===== src/rtl/iccm_loader_pkg.sv =====
// Shared types and helpers for the ICCM program loader and its RAM-port mux.
package iccm_loader_pkg;

   typedef enum logic [2:0] {
      ST_IDLE,
      ST_LOAD,
      ST_VERIFY,
      ST_CHECK,
      ST_DONE,
      ST_ERR
   } iccm_ld_state_e;

   localparam logic [31:0] NOP_INSTR_DEFAULT = 32'h0000_0013;

   function automatic logic [3:0] laneOneHot(input logic [1:0] lane);
      return 4'b0001 << lane;
   endfunction

endpackage


===== src/rtl/iccm_loader_if.sv =====
// Bundles the byte stream, core fetch, RAM macro and status signals of the loader.
interface iccm_loader_if #(parameter int ADDR_W = 8);

   logic              load_req_i;
   logic [ADDR_W:0]   len_i;
   logic [31:0]       csum_i;
   logic              byte_valid_i;
   logic [7:0]        byte_data_i;
   logic              byte_ready_o;
   logic [31:0]       core_addr_i;
   logic [31:0]       core_instr_o;
   logic              core_rst_o;
   logic              ram_en_o;
   logic [3:0]        ram_we_o;
   logic [ADDR_W-1:0] ram_a_o;
   logic [31:0]       ram_di_o;
   logic [31:0]       ram_do_i;
   logic              done_o;
   logic              err_o;

   modport master (
      input  load_req_i, len_i, csum_i, byte_valid_i, byte_data_i, core_addr_i, ram_do_i,
      output byte_ready_o, core_instr_o, core_rst_o, ram_en_o, ram_we_o, ram_a_o, ram_di_o,
             done_o, err_o
   );

   modport slave (
      output load_req_i, len_i, csum_i, byte_valid_i, byte_data_i, core_addr_i, ram_do_i,
      input  byte_ready_o, core_instr_o, core_rst_o, ram_en_o, ram_we_o, ram_a_o, ram_di_o,
             done_o, err_o
   );

endinterface


===== src/rtl/iccm_ram_mux.sv =====
// Steers the single RAM port either to the core fetch path or to the loader.
module iccm_ram_mux
   import iccm_loader_pkg::*;
#(
   parameter int          ADDR_W    = 8,
   parameter logic [31:0] NOP_INSTR = NOP_INSTR_DEFAULT
) (
   input  logic              coreOwns_i,
   input  logic [31:0]       core_addr_i,
   input  logic [31:0]       ram_do_i,
   input  logic              ld_en_i,
   input  logic [3:0]        ld_we_i,
   input  logic [ADDR_W-1:0] ld_a_i,
   input  logic [31:0]       ld_di_i,
   output logic              ram_en_o,
   output logic [3:0]        ram_we_o,
   output logic [ADDR_W-1:0] ram_a_o,
   output logic [31:0]       ram_di_o,
   output logic [31:0]       core_instr_o
);

   // Fetch addresses beyond the RAM simply alias; the dropped bits are intentionally ignored.
   logic unusedAddrBits;
   assign unusedAddrBits = ^{core_addr_i[31:ADDR_W+2], core_addr_i[1:0]};

   always_comb begin
      ram_en_o     = ld_en_i;
      ram_we_o     = ld_we_i;
      ram_a_o      = ld_a_i;
      ram_di_o     = ld_di_i;
      core_instr_o = NOP_INSTR;
      if (coreOwns_i) begin
         ram_en_o     = 1'b1;
         ram_we_o     = 4'b0000;
         ram_a_o      = core_addr_i[ADDR_W+1:2];
         ram_di_o     = 32'h0;
         core_instr_o = ram_do_i;
      end
   end

endmodule


===== src/rtl/iccm_loader.sv =====
// Loads a byte-stream program image into the instruction RAM, verifies its checksum,
// and holds the core in reset until the image is known good.
module iccm_loader
   import iccm_loader_pkg::*;
#(
   parameter int          ADDR_W    = 8,
   parameter logic [31:0] NOP_INSTR = NOP_INSTR_DEFAULT,
   parameter int          RST_HOLD  = 4
) (
   input logic         clk_i,
   input logic         rst_i,
   iccm_loader_if.master bus
);

   localparam logic [ADDR_W:0] DEPTH     = {1'b1, {ADDR_W{1'b0}}};
   localparam logic [ADDR_W:0] ONE       = {{ADDR_W{1'b0}}, 1'b1};
   localparam logic [3:0]      HOLD_INIT = 4'(RST_HOLD);

   iccm_ld_state_e  state_q, state_d;
   logic [3:0]      hold_q, hold_d;
   logic [ADDR_W:0] len_q, len_d;
   logic [ADDR_W:0] idx_q, idx_d;
   logic [1:0]      lane_q, lane_d;
   logic [31:0]     csum_q, csum_d;
   logic [31:0]     sum_q, sum_d;
   logic            rdVld_q, rdVld_d;
   logic            err_q, err_d;

   logic        lastIdx;
   logic        badLen;
   logic [31:0] sumNext;
   logic        ldEn;
   logic [3:0]  ldWe;
   logic        byteReady;
   logic        donePulse;
   logic        coreRst;

   assign lastIdx = (idx_q == (len_q - ONE));
   assign badLen  = (bus.len_i == '0) || (bus.len_i > DEPTH);
   assign sumNext = sum_q + bus.ram_do_i;

   always_ff @(posedge clk_i) begin
      if (rst_i) begin
         state_q <= ST_IDLE;
         hold_q  <= HOLD_INIT;
         len_q   <= '0;
         idx_q   <= '0;
         lane_q  <= 2'd0;
         csum_q  <= 32'h0;
         sum_q   <= 32'h0;
         rdVld_q <= 1'b0;
         err_q   <= 1'b0;
      end else begin
         state_q <= state_d;
         hold_q  <= hold_d;
         len_q   <= len_d;
         idx_q   <= idx_d;
         lane_q  <= lane_d;
         csum_q  <= csum_d;
         sum_q   <= sum_d;
         rdVld_q <= rdVld_d;
         err_q   <= err_d;
      end
   end

   always_comb begin
      state_d   = state_q;
      hold_d    = hold_q;
      len_d     = len_q;
      idx_d     = idx_q;
      lane_d    = lane_q;
      csum_d    = csum_q;
      sum_d     = sum_q;
      rdVld_d   = 1'b0;
      err_d     = err_q;
      ldEn      = 1'b0;
      ldWe      = 4'b0000;
      byteReady = 1'b0;
      donePulse = 1'b0;
      coreRst   = 1'b1;

      unique case (state_q)
         ST_IDLE: begin
            coreRst = (hold_q != 4'd0);
            if (hold_q != 4'd0) hold_d = hold_q - 4'd1;
         end
         ST_LOAD: begin
            byteReady = 1'b1;
            if (bus.byte_valid_i) begin
               ldEn   = 1'b1;
               ldWe   = laneOneHot(lane_q);
               lane_d = lane_q + 2'd1;
               if (lane_q == 2'd3) begin
                  if (lastIdx) begin
                     state_d = ST_VERIFY;
                     idx_d   = '0;
                     sum_d   = 32'h0;
                  end else begin
                     idx_d = idx_q + ONE;
                  end
               end
            end
         end
         ST_VERIFY: begin
            ldEn    = 1'b1;
            rdVld_d = 1'b1;
            idx_d   = idx_q + ONE;
            if (rdVld_q) sum_d = sumNext;
            if (lastIdx) state_d = ST_CHECK;
         end
         ST_CHECK: begin
            // The last read word lands this cycle, so compare against the updated sum.
            sum_d = sumNext;
            if (sumNext == csum_q) begin
               state_d = ST_DONE;
            end else begin
               state_d = ST_ERR;
               err_d   = 1'b1;
            end
         end
         ST_DONE: begin
            donePulse = 1'b1;
            hold_d    = HOLD_INIT;
            state_d   = ST_IDLE;
         end
         ST_ERR: begin
         end
         default: state_d = ST_IDLE;
      endcase

      // A load request restarts the loader from either IDLE or ERR.
      if (bus.load_req_i && ((state_q == ST_IDLE) || (state_q == ST_ERR))) begin
         len_d   = bus.len_i;
         csum_d  = bus.csum_i;
         idx_d   = '0;
         lane_d  = 2'd0;
         err_d   = badLen;
         state_d = badLen ? ST_ERR : ST_LOAD;
      end
   end

   assign bus.byte_ready_o = byteReady;
   assign bus.core_rst_o   = coreRst;
   assign bus.done_o       = donePulse;
   assign bus.err_o        = err_q;

   iccm_ram_mux #(
      .ADDR_W    (ADDR_W),
      .NOP_INSTR (NOP_INSTR)
   ) u_mux (
      .coreOwns_i   (state_q == ST_IDLE),
      .core_addr_i  (bus.core_addr_i),
      .ram_do_i     (bus.ram_do_i),
      .ld_en_i      (ldEn),
      .ld_we_i      (ldWe),
      .ld_a_i       (idx_q[ADDR_W-1:0]),
      .ld_di_i      ({4{bus.byte_data_i}}),
      .ram_en_o     (bus.ram_en_o),
      .ram_we_o     (bus.ram_we_o),
      .ram_a_o      (bus.ram_a_o),
      .ram_di_o     (bus.ram_di_o),
      .core_instr_o (bus.core_instr_o)
   );

endmodule


===== src/flat_wrapper.sv =====
// flat-port wrapper written by rule: the top's interface ports become plain ports
module iccm_loader_flat import iccm_loader_pkg::*;
#(
   parameter int          ADDR_W    = 8,
   parameter logic [31:0] NOP_INSTR = NOP_INSTR_DEFAULT,
   parameter int          RST_HOLD  = 4
)
  (clk_i, rst_i, bus_load_req_i, bus_len_i, bus_csum_i, bus_byte_valid_i, bus_byte_data_i, bus_core_addr_i, bus_ram_do_i, bus_byte_ready_o, bus_core_instr_o, bus_core_rst_o, bus_ram_en_o, bus_ram_we_o, bus_ram_a_o, bus_ram_di_o, bus_done_o, bus_err_o);
  iccm_loader_if #(.ADDR_W(ADDR_W)) bus_i ();
  input logic clk_i;
  input logic rst_i;
  input wire logic [$bits(bus_i.load_req_i)-1:0] bus_load_req_i;
  input wire logic [$bits(bus_i.len_i)-1:0] bus_len_i;
  input wire logic [$bits(bus_i.csum_i)-1:0] bus_csum_i;
  input wire logic [$bits(bus_i.byte_valid_i)-1:0] bus_byte_valid_i;
  input wire logic [$bits(bus_i.byte_data_i)-1:0] bus_byte_data_i;
  input wire logic [$bits(bus_i.core_addr_i)-1:0] bus_core_addr_i;
  input wire logic [$bits(bus_i.ram_do_i)-1:0] bus_ram_do_i;
  output wire logic [$bits(bus_i.byte_ready_o)-1:0] bus_byte_ready_o;
  output wire logic [$bits(bus_i.core_instr_o)-1:0] bus_core_instr_o;
  output wire logic [$bits(bus_i.core_rst_o)-1:0] bus_core_rst_o;
  output wire logic [$bits(bus_i.ram_en_o)-1:0] bus_ram_en_o;
  output wire logic [$bits(bus_i.ram_we_o)-1:0] bus_ram_we_o;
  output wire logic [$bits(bus_i.ram_a_o)-1:0] bus_ram_a_o;
  output wire logic [$bits(bus_i.ram_di_o)-1:0] bus_ram_di_o;
  output wire logic [$bits(bus_i.done_o)-1:0] bus_done_o;
  output wire logic [$bits(bus_i.err_o)-1:0] bus_err_o;
  assign bus_i.load_req_i = bus_load_req_i;
  assign bus_i.len_i = bus_len_i;
  assign bus_i.csum_i = bus_csum_i;
  assign bus_i.byte_valid_i = bus_byte_valid_i;
  assign bus_i.byte_data_i = bus_byte_data_i;
  assign bus_i.core_addr_i = bus_core_addr_i;
  assign bus_i.ram_do_i = bus_ram_do_i;
  assign bus_byte_ready_o = bus_i.byte_ready_o;
  assign bus_core_instr_o = bus_i.core_instr_o;
  assign bus_core_rst_o = bus_i.core_rst_o;
  assign bus_ram_en_o = bus_i.ram_en_o;
  assign bus_ram_we_o = bus_i.ram_we_o;
  assign bus_ram_a_o = bus_i.ram_a_o;
  assign bus_ram_di_o = bus_i.ram_di_o;
  assign bus_done_o = bus_i.done_o;
  assign bus_err_o = bus_i.err_o;
  iccm_loader #(.ADDR_W(ADDR_W), .NOP_INSTR(NOP_INSTR), .RST_HOLD(RST_HOLD)) u_core (.clk_i(clk_i), .rst_i(rst_i), .bus(bus_i));
endmodule

===== config.mk =====
export PLATFORM = sky130hd
export DESIGN_NAME = iccm_loader_flat
export DESIGN_NICKNAME = d
export VERILOG_FILES = /design/src/rtl/iccm_loader_pkg.sv /design/src/rtl/iccm_loader_if.sv /design/src/rtl/iccm_ram_mux.sv /design/src/rtl/iccm_loader.sv /design/src/flat_wrapper.sv
export SDC_FILE = /design/constraint.sdc
export NUM_CORES = 1
export LEC_CHECK = 0
export CELL_PAD_IN_SITES_DETAIL_PLACEMENT = 1
export CELL_PAD_IN_SITES_GLOBAL_PLACEMENT = 2
export CORE_MARGIN = 1.5
export CORE_UTILIZATION = 25
export CTS_CLUSTER_DIAMETER = 150
export CTS_CLUSTER_SIZE = 30
export DETAILED_ROUTE_END_ITERATION = 10
export HOLD_SLACK_MARGIN = 0.1
export MAX_ROUTING_LAYER = met4
export PLACE_DENSITY_LB_ADDON = 0.05
export SYNTH_ARGS = -nofsm -noshare
export SYNTH_HDL_FRONTEND = slang
export SYNTH_SLANG_ARGS = --single-unit

===== constraint.sdc =====
create_clock -name clk_i -period 4.25 [get_ports clk_i]
set_input_delay 0.85 -clock clk_i [delete_from_list [all_inputs] [get_ports clk_i]]
set_output_delay 0.85 -clock clk_i [all_outputs]
set_load 0.05 [all_outputs]

==> reports/results.tsv <==
metric	value	unit
ys_ff_latch	93	
worstMarginPinSlew	1.078	ns
synth_top_area_share	25.57	%
synth_nets	1137	
final_common_cell	clkdlybuf4s50_1	
vias	7513	
p_leak	4.027	nW
area_growth	41.78	%
synthCells	980	
arrival	4.31	ns
clock_skew	0.008603	ns
synth_area_leaders	dfxtp_1, nand2_1, a21oi_1	
yosysWarnings	0	
cts_root_buf	clkbuf_16	
drc	0	
num_rows	62	
crit_fanout	9	
worst-r2r-cell-count	12	
die_h	173.7	microns
yosysTopAreaCell	dfxtp_1	
gp_congestion	0.7812	
combPwrFrac	33.9	%
worst_hold_startpoint	u_core.sum_q[8]	
fin_crit	4.088	ns
crit_top_cell	buf_4	
avgSynthCellArea	7.429	sq um
grt_start_max_net_pins	45	
final_cell_mix	clkdlybuf4s50_1, nand2_1, buf_4	
drt_iter0_markers	280	
vias_per_cell	4.764	
power.switching	1.057	mW
synth_edf_count	0	
pwr-share-seq	33.8	%
p_clk_share	32.3	%
cp-start-kind	input port	
tns	0	ns
clock-sinks	93	
die_w	173.7	microns
cp.required	4.47	ns
drv_cap	0	
ioPinCount	198	
maxSlewViolCount	0	
antenna_found_initial	0	
drive_gt1_share	14.50	%
fin_area	0.01032	sq mm
ant_nets	0	
slew_headroom	27.83	%
drt_pass1_iterations	4	
final.period_utilization	96.19	%
insertion_delay	0.36	ns
path_class	in2reg	
fillers	3452	
cts.htree.levels	3	
setup_viol	0	
initial_core_util	25.37	%
placedInstanceArea	0.009878	sq mm
crit_path_cell_trace	clkdlybuf4s50_1 -> buf_4 -> ha_1 -> a211o_1 -> a41o_2 -> o211ai_1 -> buf_4 -> a31oi_1 -> xor2_1 -> buf_4 -> xnor2_1 -> and3_1 -> nand4_1 -> nor4_2 -> buf_4 -> a31oi_1	
num_antenna_cells	0	
cts.path.max_buffers	2	
hp-class	reg2reg	
crit_start	bus_ram_do_i[1]	
reg2reg_from	u_core.len_q[0]	
rsz0062_at_grt	no	
hold_path_depth	2	
grt_pass1_vias	7741	
grtUsageTotal	18.90	%
swShare	37.37	%
cp_slowest_cell	clkdlybuf4s50_1	
synth-async-reset-ratio	0	%
hpwl	21390	microns
internal_power	1.771	mW
status	finished clean	
die-area	0.03016	sq mm
port-buffer-count	173	
grt-ovfl-total	0	
vdd_drop_max	0.1588	mV
ys_types	74	
pwr_density_cell	273.9	mW/mm^2
finalHoldViolations	0	
wl_per_cell	17.51	microns
wl	27620	microns
grt_pass1_wl	43630	microns
ys_seq_area_share	25.57	%
crit_path_max_incr_delay	0.42	ns
synth_area	0.007281	sq mm
clkTransAtPathRegs	0.08	ns
endpoint_kind	register	
fmaxAchievable	244.6	MHz
cts_tree	done	
final_nets	1345	
coreArea	0.02870	sq mm
numCtsBuffers	9	
synth_top_flop_cell	dfxtp_1	
-- flip-flops by register name, indices dropped and copies added (netlist names) --
register and cells:
u_core.len_q 9, u_core.rdVld_q 1, u_core.state_q 3, u_core.hold_q 4, u_core.lane_q 2, u_core.csum_q 32, u_core.bus.err_o 1, u_core.idx_q 9
u_core.sum_q 32
-- through the flow --
stage | power (mW) | setup WS [ns] | hold slack [ns] | std cells | utilization (%)
after global routing | 2.971 | 0.005735 | 0.4865 | 1577 | 35.96
final | 2.827 | 0.1617 | 0.4622 | 1577 | 35.96
after global placement | 1.934 | -0.4277 | 0.4446 | 1558 | 34.42
after CTS | 2.865 | 0.005252 | 0.4617 | 1574 | 35.58
after floorplan | 1.586 | 0.5863 | 0.4356 | 980 | -
after detailed placement | 1.939 | -0.5576 | 0.4507 | 1558 | 34.42
-- synthesized netlist by cell type (3+ instances only) --
library cell and number:
ha_1 39, nor2b_1 12, buf_2 23, a21o_1 8, xnor2_1 49, mux2i_1 5, nand4_1 21, inv_1 20
o221ai_1 3, mux2_2 8, nand2b_1 15, a211o_1 6, o21ai_0 17, or3_1 13, o21a_1 7, a2111oi_1 3
clkbuf_1 40, and2_1 34, buf_4 26, a311oi_1 3, nand2_1 159, nand3b_1 3, a211oi_1 10, xor2_1 29
xor3_1 3, nor4_1 8, nor2_1 64, nor4b_1 5, a31oi_1 11, o31ai_1 3, dfxtp_1 93, nor3b_1 6
nor3_1 21, nand3_1 28, a21oi_1 113, o21ai_1 10, and3_1 12
-- critical path: cells and delay by family --
| kind | cells | cell delay [ns] |
|---|---|---|
| and+or+nand+nor | 3 | 0.60 |
| AOI/OAI and AO/OA | 5 | 1.15 |
| buffers and inverters | 5 | 1.05 |
| xor gates and xnor gates | 2 | 0.36 |
| adders and majority gates | 1 | 0.28 |
-- power groups by stage --
stage | combinational (mW) | clock [mW] | sequential, mW
after CTS | 0.969 | 0.940 | 0.957
after floorplan | 0.630 | 0 | 0.956
after detailed placement | 0.962 | 0 | 0.977
after global routing | 1.03 | 0.976 | 0.964
after global placement | 0.958 | 0 | 0.977
final | 0.959 | 0.912 | 0.957
-- cell type report --
class                   count  area [sq um]  area share, %
clock buffers               9         225.2          2.182
clock inverters             7         92.59         0.8970
inverters                  20         75.07         0.7273
multi-input cells         775          4987          48.32
flip-flops and latches     93          1862          18.04
well taps                 384         480.5          4.655
repair buffers            289          2600          25.19
-- logic make-up after synthesis --
kind of cell	Yosys count	synth area share, %
AND/OR/NAND/NOR	413	27.68
multiplexers	13	1.925
buffers and inverters	112	7.527
XOR/XNOR	82	10.67
flip-flops	93	25.57
adder cells (fa/ha/maj)	40	6.977
AO/OA/AOI/OAI	227	19.64
-- final timing paths --
| check | to | slack, ns |
|---|---|---|
| worst max-delay path | u_core.state_q[0] | 0.16 |
| worst min-delay path | u_core.sum_q[8] | 0.46 |
| worst max register to register | u_core.sum_q[28] | 0.69 |
| worst min register to register | u_core.sum_q[8] | 0.46 |
-- per-layer routing --
| metal | vias up | GRT usage (%) | routed length, microns |
|---|---|---|---|
| met2 | 101 | 30.57 | 12880 |
| met1 | 3586 | 25.43 | 13830 |
| met4 | 0 | 3.161 | 234 |
| met5 | - | - | 0 |
| met3 | 12 | 2.544 | 673 |
| li1 | 3814 | - | - |
-- what timing repair did --
action | CTS | global route
resized for setup | 3 | 17
endpoints found under the setup margin | 2 | 3
pin swaps | 2 | 8
setup buffers | 0 | 3
endpoints found under the hold margin | 0 | 0
hold buffers | 0 | 0
No activity file was read; power rests on OpenSTA's default activity.
